===== src/rtl/sqrt_ctrl_fsm_if.sv =====
// Control bundle between the magnitude-approximation sequencer and its datapath.
// The slave side is the sequencer itself; the master side is the requester/datapath.
interface sqrt_ctrl_fsm_if;
  logic       start;
  logic       ready;
  logic       done;
  logic       R1_e, R2_e, R3_e, R4_e, R5_e;
  logic       In1_tri, In2_tri;
  logic       AU1_tri, AU1_tri1;
  logic       R1_tri, R2_tri;
  logic       shift3_tri, AU2_tri;
  logic       R4_tri, R5_tri;
  logic [1:0] AU1_op;
  logic [1:0] AU2_op;

  modport master (
    output start,
    input  ready, done,
    input  R1_e, R2_e, R3_e, R4_e, R5_e,
    input  In1_tri, In2_tri, AU1_tri, AU1_tri1,
    input  R1_tri, R2_tri, shift3_tri, AU2_tri, R4_tri, R5_tri,
    input  AU1_op, AU2_op
  );

  modport slave (
    input  start,
    output ready, done,
    output R1_e, R2_e, R3_e, R4_e, R5_e,
    output In1_tri, In2_tri, AU1_tri, AU1_tri1,
    output R1_tri, R2_tri, shift3_tri, AU2_tri, R4_tri, R5_tri,
    output AU1_op, AU2_op
  );
endinterface


===== src/rtl/sqrt_ctrl_fsm.sv =====
// Moore sequencer for sqrt(a^2+b^2) ~ max(x - x/8 + y/2, x): walks a fixed
// 8-step schedule, then holds done for DONE_CYCLES cycles.
module sqrt_ctrl_fsm #(
  parameter int DONE_CYCLES = 1
) (
  input  logic             clk,
  input  logic             clear,
  sqrt_ctrl_fsm_if.slave   ctl
);

  typedef enum logic [3:0] {
    S_IDLE = 4'd0,
    S_LOAD = 4'd1,
    S_ABS1 = 4'd2,
    S_ABS2 = 4'd3,
    S_MAXV = 4'd4,
    S_MINV = 4'd5,
    S_SUB  = 4'd6,
    S_ADD  = 4'd7,
    S_MAXF = 4'd8,
    S_DONE = 4'd9
  } state_t;

  localparam logic [3:0] LAST_DONE = 4'(DONE_CYCLES - 1);

  state_t     state_reg, state_next;
  logic [3:0] cnt_reg, cnt_next;

  always_ff @(posedge clk) begin
    if (clear) begin
      state_reg <= S_IDLE;
      cnt_reg   <= '0;
    end else begin
      state_reg <= state_next;
      cnt_reg   <= cnt_next;
    end
  end

  always_comb begin
    state_next = state_reg;
    cnt_next   = '0;
    case (state_reg)
      S_IDLE: if (ctl.start) state_next = S_LOAD;
      S_LOAD: state_next = S_ABS1;
      S_ABS1: state_next = S_ABS2;
      S_ABS2: state_next = S_MAXV;
      S_MAXV: state_next = S_MINV;
      S_MINV: state_next = S_SUB;
      S_SUB:  state_next = S_ADD;
      S_ADD:  state_next = S_MAXF;
      S_MAXF: state_next = S_DONE;
      S_DONE: begin
        // start is only honoured on the final done cycle, giving back-to-back runs
        if (cnt_reg == LAST_DONE) begin
          state_next = ctl.start ? S_LOAD : S_IDLE;
        end else begin
          cnt_next = cnt_reg + 4'd1;
        end
      end
      default: state_next = S_IDLE;
    endcase
  end

  always_comb begin
    ctl.ready      = 1'b0;
    ctl.done       = 1'b0;
    ctl.R1_e       = 1'b0;
    ctl.R2_e       = 1'b0;
    ctl.R3_e       = 1'b0;
    ctl.R4_e       = 1'b0;
    ctl.R5_e       = 1'b0;
    ctl.In1_tri    = 1'b0;
    ctl.In2_tri    = 1'b0;
    ctl.AU1_tri    = 1'b0;
    ctl.AU1_tri1   = 1'b0;
    ctl.R1_tri     = 1'b0;
    ctl.R2_tri     = 1'b0;
    ctl.shift3_tri = 1'b0;
    ctl.AU2_tri    = 1'b0;
    ctl.R4_tri     = 1'b0;
    ctl.R5_tri     = 1'b0;
    ctl.AU1_op     = 2'b00;
    ctl.AU2_op     = 2'b00;
    case (state_reg)
      S_IDLE: ctl.ready = 1'b1;
      S_LOAD: begin
        ctl.In1_tri = 1'b1;
        ctl.In2_tri = 1'b1;
        ctl.R1_e    = 1'b1;
        ctl.R2_e    = 1'b1;
      end
      S_ABS1: begin
        ctl.R2_tri   = 1'b1;
        ctl.AU1_tri1 = 1'b1;
        ctl.R2_e     = 1'b1;
      end
      S_ABS2: begin
        ctl.R1_tri  = 1'b1;
        ctl.AU1_tri = 1'b1;
        ctl.R1_e    = 1'b1;
      end
      S_MAXV: begin
        // x goes to R4 and x>>3 to R3 in the same cycle
        ctl.R2_tri     = 1'b1;
        ctl.AU1_op     = 2'b01;
        ctl.R4_e       = 1'b1;
        ctl.shift3_tri = 1'b1;
        ctl.R3_e       = 1'b1;
      end
      S_MINV: begin
        ctl.R2_tri = 1'b1;
        ctl.AU1_op = 2'b10;
        ctl.R5_e   = 1'b1;
      end
      S_SUB: begin
        ctl.R4_tri  = 1'b1;
        ctl.AU2_op  = 2'b10;
        ctl.AU2_tri = 1'b1;
        ctl.R3_e    = 1'b1;
      end
      S_ADD: begin
        ctl.R5_tri  = 1'b1;
        ctl.AU2_op  = 2'b00;
        ctl.AU2_tri = 1'b1;
        ctl.R3_e    = 1'b1;
      end
      S_MAXF: begin
        ctl.R4_tri  = 1'b1;
        ctl.AU2_op  = 2'b01;
        ctl.AU2_tri = 1'b1;
        ctl.R3_e    = 1'b1;
      end
      S_DONE: ctl.done = 1'b1;
      default: ;
    endcase
  end

endmodule


===== src/flat_wrapper.sv =====
// flat-port wrapper written by rule: the top's interface ports become plain ports
module sqrt_ctrl_fsm_flat 
#(
  parameter int DONE_CYCLES = 1
)
  (clk, clear, ctl_start, ctl_ready, ctl_done, ctl_R1_e, ctl_R2_e, ctl_R3_e, ctl_R4_e, ctl_R5_e, ctl_In1_tri, ctl_In2_tri, ctl_AU1_tri, ctl_AU1_tri1, ctl_R1_tri, ctl_R2_tri, ctl_shift3_tri, ctl_AU2_tri, ctl_R4_tri, ctl_R5_tri, ctl_AU1_op, ctl_AU2_op);
  sqrt_ctrl_fsm_if ctl_i ();
  input  logic clk;
  input  logic clear;
  input wire logic [$bits(ctl_i.start)-1:0] ctl_start;
  output wire logic [$bits(ctl_i.ready)-1:0] ctl_ready;
  output wire logic [$bits(ctl_i.done)-1:0] ctl_done;
  output wire logic [$bits(ctl_i.R1_e)-1:0] ctl_R1_e;
  output wire logic [$bits(ctl_i.R2_e)-1:0] ctl_R2_e;
  output wire logic [$bits(ctl_i.R3_e)-1:0] ctl_R3_e;
  output wire logic [$bits(ctl_i.R4_e)-1:0] ctl_R4_e;
  output wire logic [$bits(ctl_i.R5_e)-1:0] ctl_R5_e;
  output wire logic [$bits(ctl_i.In1_tri)-1:0] ctl_In1_tri;
  output wire logic [$bits(ctl_i.In2_tri)-1:0] ctl_In2_tri;
  output wire logic [$bits(ctl_i.AU1_tri)-1:0] ctl_AU1_tri;
  output wire logic [$bits(ctl_i.AU1_tri1)-1:0] ctl_AU1_tri1;
  output wire logic [$bits(ctl_i.R1_tri)-1:0] ctl_R1_tri;
  output wire logic [$bits(ctl_i.R2_tri)-1:0] ctl_R2_tri;
  output wire logic [$bits(ctl_i.shift3_tri)-1:0] ctl_shift3_tri;
  output wire logic [$bits(ctl_i.AU2_tri)-1:0] ctl_AU2_tri;
  output wire logic [$bits(ctl_i.R4_tri)-1:0] ctl_R4_tri;
  output wire logic [$bits(ctl_i.R5_tri)-1:0] ctl_R5_tri;
  output wire logic [$bits(ctl_i.AU1_op)-1:0] ctl_AU1_op;
  output wire logic [$bits(ctl_i.AU2_op)-1:0] ctl_AU2_op;
  assign ctl_i.start = ctl_start;
  assign ctl_ready = ctl_i.ready;
  assign ctl_done = ctl_i.done;
  assign ctl_R1_e = ctl_i.R1_e;
  assign ctl_R2_e = ctl_i.R2_e;
  assign ctl_R3_e = ctl_i.R3_e;
  assign ctl_R4_e = ctl_i.R4_e;
  assign ctl_R5_e = ctl_i.R5_e;
  assign ctl_In1_tri = ctl_i.In1_tri;
  assign ctl_In2_tri = ctl_i.In2_tri;
  assign ctl_AU1_tri = ctl_i.AU1_tri;
  assign ctl_AU1_tri1 = ctl_i.AU1_tri1;
  assign ctl_R1_tri = ctl_i.R1_tri;
  assign ctl_R2_tri = ctl_i.R2_tri;
  assign ctl_shift3_tri = ctl_i.shift3_tri;
  assign ctl_AU2_tri = ctl_i.AU2_tri;
  assign ctl_R4_tri = ctl_i.R4_tri;
  assign ctl_R5_tri = ctl_i.R5_tri;
  assign ctl_AU1_op = ctl_i.AU1_op;
  assign ctl_AU2_op = ctl_i.AU2_op;
  sqrt_ctrl_fsm #(.DONE_CYCLES(DONE_CYCLES)) u_core (.clk(clk), .clear(clear), .ctl(ctl_i));
endmodule

===== config.mk =====
export PLATFORM = sky130hd
export DESIGN_NAME = sqrt_ctrl_fsm_flat
export DESIGN_NICKNAME = d
export VERILOG_FILES = /design/src/rtl/sqrt_ctrl_fsm_if.sv /design/src/rtl/sqrt_ctrl_fsm.sv /design/src/flat_wrapper.sv
export SDC_FILE = /design/constraint.sdc
export NUM_CORES = 1
export LEC_CHECK = 0
export CAP_MARGIN = 0
export CORE_UTILIZATION = 25
export CTS_CLUSTER_DIAMETER = 80
export DETAILED_ROUTE_END_ITERATION = 6
export PLACE_DENSITY = 0.55
export SYNTH_ARGS = -nofsm -noshare
export SYNTH_HDL_FRONTEND = slang
export SYNTH_SLANG_ARGS = --single-unit

===== constraint.sdc =====
create_clock -name clk -period 3.9 [get_ports clk]
set_clock_uncertainty 0.2 [all_clocks]
set_input_delay 0.585 -clock clk [delete_from_list [all_inputs] [get_ports clk]]
set_output_delay 0.585 -clock clk [all_outputs]
set_load 0.005 [all_outputs]

==> impl_metrics.json, run 1 <==
{
  "die_h_microns": 48.9,
  "synth_seq_area_share_pct": 29.1,
  "vias": 524,
  "ios": 24,
  "min_to": "u_core.cnt_reg[0]$_SDFF_PP0_",
  "synth_cell_type_count": 29,
  "r2r-start": "u_core.state_reg[3]$_SDFFE_PP0P_",
  "sw_frac_of_total_pct": 28.2,
  "die_w_microns": 48.9,
  "worstPathCellList": "or3b_4 > o32ai_1 > clkdlybuf4s50_1",
  "synth_top_area_share_pct": 29.1,
  "required_ns": 3.12,
  "grt_usage_pct": 10.9,
  "first_iter_violations": 1,
  "ys_ff_latch": 8,
  "clk_pin_slew_ns": 0.06,
  "synth_area_sq_um": 551,
  "critPathMaxStageDelay_ns": 0.64,
  "post_cts_buffers": 0,
  "ir_drop_v": 0.000168,
  "drive_above_1_share_pct": 6.74,
  "vias_per_cell": 4.52,
  "clk_path_buf_depth": 2,
  "clk_latency_ns": 0.26,
  "setup_violations": 0,
  "gp_congestion": 0.698,
  "start_kind": "register",
  "cts_tree": "done",
  "fp-row-count": 16,
  "place_area_sq_um": 758,
  "p_clk_share_pct": 29.1,
  "maxSlewViolCount": 0,
  "cp.depth": 3,
  "internal_power_uw": 161,
  "area_growth_pct": 41.8,
  "port_buffers": 23,
  "use_met1_pct": 14.1,
  "clock_sinks": 8,
  "stdcell_count": 116,
  "period_minus_slack_ns": 2.84,
  "yosys-top-cells-area": "dfxtp_1 29%, nor3_1 8.2%, buf_4 6.8%, nor2_1 6.8%, xnor2_1 4.8%",
  "fin_crit_sh_pct": 72.8,
  "clockRootBuffer": "clkbuf_4",
  "rrSetupSlack_ns": 1.85,
  "use_met3_pct": 2.49,
  "wirelength_microns": 1170,
  "fin_nets": 96,
  "core-area_sq_mm": 0.00202,
  "layout_commonest_cell": "clkdlybuf4s50_1",
  "grt_overflow": 0,
  "power_density_mw_per_mm2": 286,
  "maxCapViolations": 0,
  "grt_pass1_wl_microns": 2000,
  "hold_path.class": "register to register",
  "p_leak_uw": 0.000281,
  "rsz0062_at_grt": "false",
  "ctsHoldBuffers": 0,
  "path_buf_inv": 1,
  "syn_inst": 73,
  "power_frac_comb_pct": 27.3,
  "grt_pass1_vias": 443,
  "grt.met2_usage_pct": 16.0,
  "yosysTopAreaCell": "dfxtp_1",
  "grt-busiest-layer": "met2",
  "whs_path_depth": 1,
  "worst_pin_slew_ns": 0.562,
  "ant_nets": 0,
  "syn_avg_cell_area_sq_um": 7.54,
  "cpMaxStageDelayCell": "dfxtp_1",
  "dieArea_sq_mm": 0.00239,
  "cts_resized": 0,
  "tns_ns": 0,
  "final_hold_viol_count": 0,
  "cp_max_fo": 18,
  "rr_endpoint": "u_core.cnt_reg[2]$_SDFF_PP0_",
  "wire_per_inst_microns": 10.1,
  "final_cell_mix": "23 x clkdlybuf4s50_1, 10 x nor2_1, 9 x nor3_1",
  "syn_nets": 78,
  "max_slew_margin_pct": 62.5,
  "crit_path_end_kind": "output pin",
  "grt_max_degree": 20,
  "hold_start": "u_core.cnt_reg[0]$_SDFF_PP0_",
  "drt_first_pass_iters": 2,
  "fin_area_sq_um": 781,
  "dp.cells": 113,
  "antennaDiodeCount": 0,
  "fmax_ghz": 0.352,
  "numCtsBuffers": 3,
  "start_util_pct": 27.2,
  "switchingPower_uw": 63.0,
  "drc": 0,
  "antenna_found_initial": 0,
  "cp_top_family": "flip-flops",
  "post-dp-hpwl_microns": 885,
  "arrival_ns": 2.05,
  "outcome": "finished, final reports clean",
  "cts_max_level": 1,
  "yosys_warnings": 0,
  "p_seq_share_pct": 43.5,
  "fill_cells": 218,
  "rr_worst_depth": 3,
  "crit_type": "register to output pin"
}
[power by group through the flow]
stage                     sequential [uW]  combinational (uW)  clock, uW
final                                97.4                61.1       65.2
after global routing                 99.0                68.1       71.6
after floorplan                      88.2                39.5          0
after CTS                            97.3                62.1       67.7
after detailed placement             99.1                61.9          0
after global placement               99.2                61.5          0
[layer usage]
metal  share of wire (%)  vias to the layer above  wire, microns
met3                 6.9                        3             81
met1                  48                      224            563
met2                  42                       22            493
met4                 2.5                        0             29
met5                   0                        -              0
li1                    -                      275              -
[cells by family (layout without fill, tap and decap cells)]
kind of cell             after synthesis  in the layout  synth area share [%]
flip-flops                             8              8                  29.1
XOR/XNOR                               4              4                  6.36
adder cells (fa/ha/maj)                2              2                  4.54
AO/OA/AOI/OAI                          7              7                  7.95
AND/OR/NAND/NOR                       37             37                  38.4
buffers and inverters                 15             31                  13.6
[worst register-to-register path: stages, from the launching register on]
cell	delay [ns]
dfxtp_1	0.64
or3b_4	0.48
or4b_4	0.56
nor2_1	0.12
[worst max-delay path by stage]
stage | from | endpoint | slack (ns)
after floorplan | u_core.state_reg[0]$_SDFFE_PP0P_ | ctl_shift3_tri | 2.03
after global placement | u_core.state_reg[3]$_SDFFE_PP0P_ | ctl_R3_e | 1.33
after detailed placement | u_core.state_reg[3]$_SDFFE_PP0P_ | ctl_R4_tri | 1.35
after CTS | u_core.state_reg[3]$_SDFFE_PP0P_ | ctl_R3_e | 1.05
after global routing | u_core.state_reg[3]$_SDFFE_PP0P_ | ctl_R3_e | 0.92
final | u_core.state_reg[3]$_SDFFE_PP0P_ | ctl_R3_e | 1.06
[metrics by stage]
step                      util, %  hold slack [ns]  power [uW]  setup slack [ns]
after global placement       37.5            0.252         161              1.33
after floorplan                 -            0.230         128              2.03
final                        38.6            0.263         224              1.06
after detailed placement     37.5            0.256         161              1.35
after global routing         38.6            0.285         239             0.916
after CTS                    38.6            0.269         227              1.05
[synthesized netlist by cell type (all sizes together)]
cell type,number
nor4bb,1
o32ai,1
o21a,1
and3,1
inv,5
nand4bb,1
o21ai,2
dfxtp,8
nand2,2
xor2,1
or4b,1
nor4,1
or2,2
nand3,2
or3b,1
nor3,9
xnor2,3
nand2b,3
nor2,10
buf,6
nor2b,1
a21oi,2
o21bai,1
clkbuf,4
nor3b,2
ha,2
[area by class of cell]
class,instances,area (sq um),area share (%)
Inverter,5,18.8,2.40
Clock buffer,3,22.5,2.88
Sequential cell,8,160,20.5
Tap cell,27,33.8,4.33
Timing Repair Buffer,23,230,29.5
Multi-Input combinational cell,50,315,40.4
Power figures use the tool's default switching activity.
==> run 2, diff against run 1 <==
==> constraint.sdc (replaced) <==
create_clock -name clk -period 2.88 [get_ports clk]
set_clock_uncertainty 0.2 [all_clocks]
set_input_delay 0.432 -clock clk [delete_from_list [all_inputs] [get_ports clk]]
set_output_delay 0.432 -clock clk [all_outputs]
set_load 0.005 [all_outputs]
==> impl_metrics.json, run 2 (synthesized netlist as in run 1, its figures left out) <==
{
  "outcome": "finished, final reports clean",
  "layout_commonest_cell": "clkdlybuf4s50_1",
  "cts_resized": 0,
  "grt_usage_pct": 12.7,
  "fill_cells": 223,
  "place_area_sq_um": 766,
  "multi_input_area_sq_um": 315,
  "drive_above_1_share_pct": 7.78,
  "ant_nets": 0,
  "dieArea_sq_mm": 0.00239,
  "start_kind": "register",
  "p_leak_uw": 0.000287,
  "die_w_microns": 48.9,
  "seqCellArea_sq_um": 160,
  "numCtsBuffers": 3,
  "final_hold_viol_count": 0,
  "crit_path_end_kind": "output pin",
  "grt_max_degree": 20,
  "power_density_mw_per_mm2": 381,
  "fp-row-count": 16,
  "port_buffers": 23,
  "cp_max_fo": 19,
  "grt_pass1_wl_microns": 2310,
  "fin_crit_sh_pct": 88.8,
  "fin_nets": 97,
  "post_cts_buffers": 0,
  "antenna_found_initial": 0,
  "vias": 530,
  "core-area_sq_mm": 0.00202,
  "gp_congestion": 0.755,
  "worst_pin_slew_ns": 0.576,
  "grt-busiest-layer": "met2",
  "drc": 0,
  "use_met1_pct": 16.8,
  "clk_pin_slew_ns": 0.06,
  "period_minus_slack_ns": 2.56,
  "antennaDiodeCount": 0,
  "area_growth_pct": 43.2,
  "use_met3_pct": 6.23,
  "ios": 24,
  "tns_ns": 0,
  "grt_overflow": 0,
  "maxCapViolations": 0,
  "dp.cells": 114,
  "vias_per_cell": 4.53,
  "grt_pass1_vias": 492,
  "final_cell_mix": "23 x clkdlybuf4s50_1, 10 x nor2_1, 9 x nor3_1",
  "cts_tree": "done",
  "max_slew_margin_pct": 61.5,
  "clockRootBuffer": "clkbuf_4",
  "hold_path.class": "register to register",
  "cts_max_level": 1,
  "maxSlewViolCount": 0,
  "clk_latency_ns": 0.25,
  "required_ns": 2.25,
  "fin_area_sq_um": 788,
  "post-dp-hpwl_microns": 962,
  "drt_first_pass_iters": 4,
  "arrival_ns": 1.93,
  "ctsHoldBuffers": 0,
  "first_iter_violations": 5,
  "crit_type": "register to output pin",
  "grt.met2_usage_pct": 18.5,
  "start_util_pct": 27.2,
  "wire_per_inst_microns": 11.1,
  "rsz0062_at_grt": "false",
  "stdcell_count": 117,
  "clk_path_buf_depth": 2,
  "setup_violations": 0,
  "clock_sinks": 8,
  "wirelength_microns": 1300,
  "ir_drop_v": 0.000178,
  "die_h_microns": 48.9,
  "fmax_ghz": 0.391
}
run 2: cell types whose count changed in the layout (fill, tap and decap cells not counted), sizes merged:
cell / previous run / this run
buf: 0 / 1
run 2: where the power goes:
group | internal, uW | switching [uW] | total [uW]
logic | 54.5 | 28.8 | 83.2
clock network | 47.6 | 37.3 | 85.0
registers | 115 | 17.1 | 133
total | 217 | 83.2 | 301
run 2: layout make-up:
cell class | instances | area share, %
inverters | 5 | 2.38
repair buffers | 24 | 30.2
clock buffers | 3 | 2.86
flip-flops and latches | 8 | 20.3
well taps | 27 | 4.29
multi-input cells | 50 | 40.0
run 2: metrics by stage:
stage          worst slack, ns  hold WS (ns)  util (%)  power (uW)
6_report                 0.322         0.269      39.0         301
5_1_grt                  0.109         0.288      39.0         326
4_1_cts                  0.325         0.274      39.0         307
3_5_place_dp             0.611         0.262      37.9         218
3_3_place_gp             0.642         0.256      37.9         217
2_1_floorplan             1.16         0.230         -         173
run 2: per-layer routing:
metal / up-vias / share of wire (%)
met1: 233 / 49
met5: - / 0
met4: 0 / 0
met2: 21 / 45
met3: 0 / 6.5
li1: 276 / -
run 2: critical path, stage by stage, from the launching register on:
cell	delay, ns
dfxtp_1	0.68
nand2b_1	0.19
or2_1	0.26
inv_1	0.06
clkdlybuf4s50_1	0.49
run 2: path summary, 6_finish.rpt:
| kind | startpoint | endpoint | slack [ns] | cells past startpoint |
|---|---|---|---|---|
| hold / removal | u_core.cnt_reg[0]$_SDFF_PP0_ | u_core.cnt_reg[0]$_SDFF_PP0_ | 0.27 | 1 |
| setup reg to reg | u_core.state_reg[1]$_SDFFE_PP0P_ | u_core.cnt_reg[2]$_SDFF_PP0_ | 1.02 | 3 |
| hold reg to reg | u_core.cnt_reg[0]$_SDFF_PP0_ | u_core.cnt_reg[0]$_SDFF_PP0_ | 0.27 | 1 |
| setup / recovery | u_core.state_reg[0]$_SDFFE_PP0P_ | ctl_R5_tri | 0.32 | 4 |
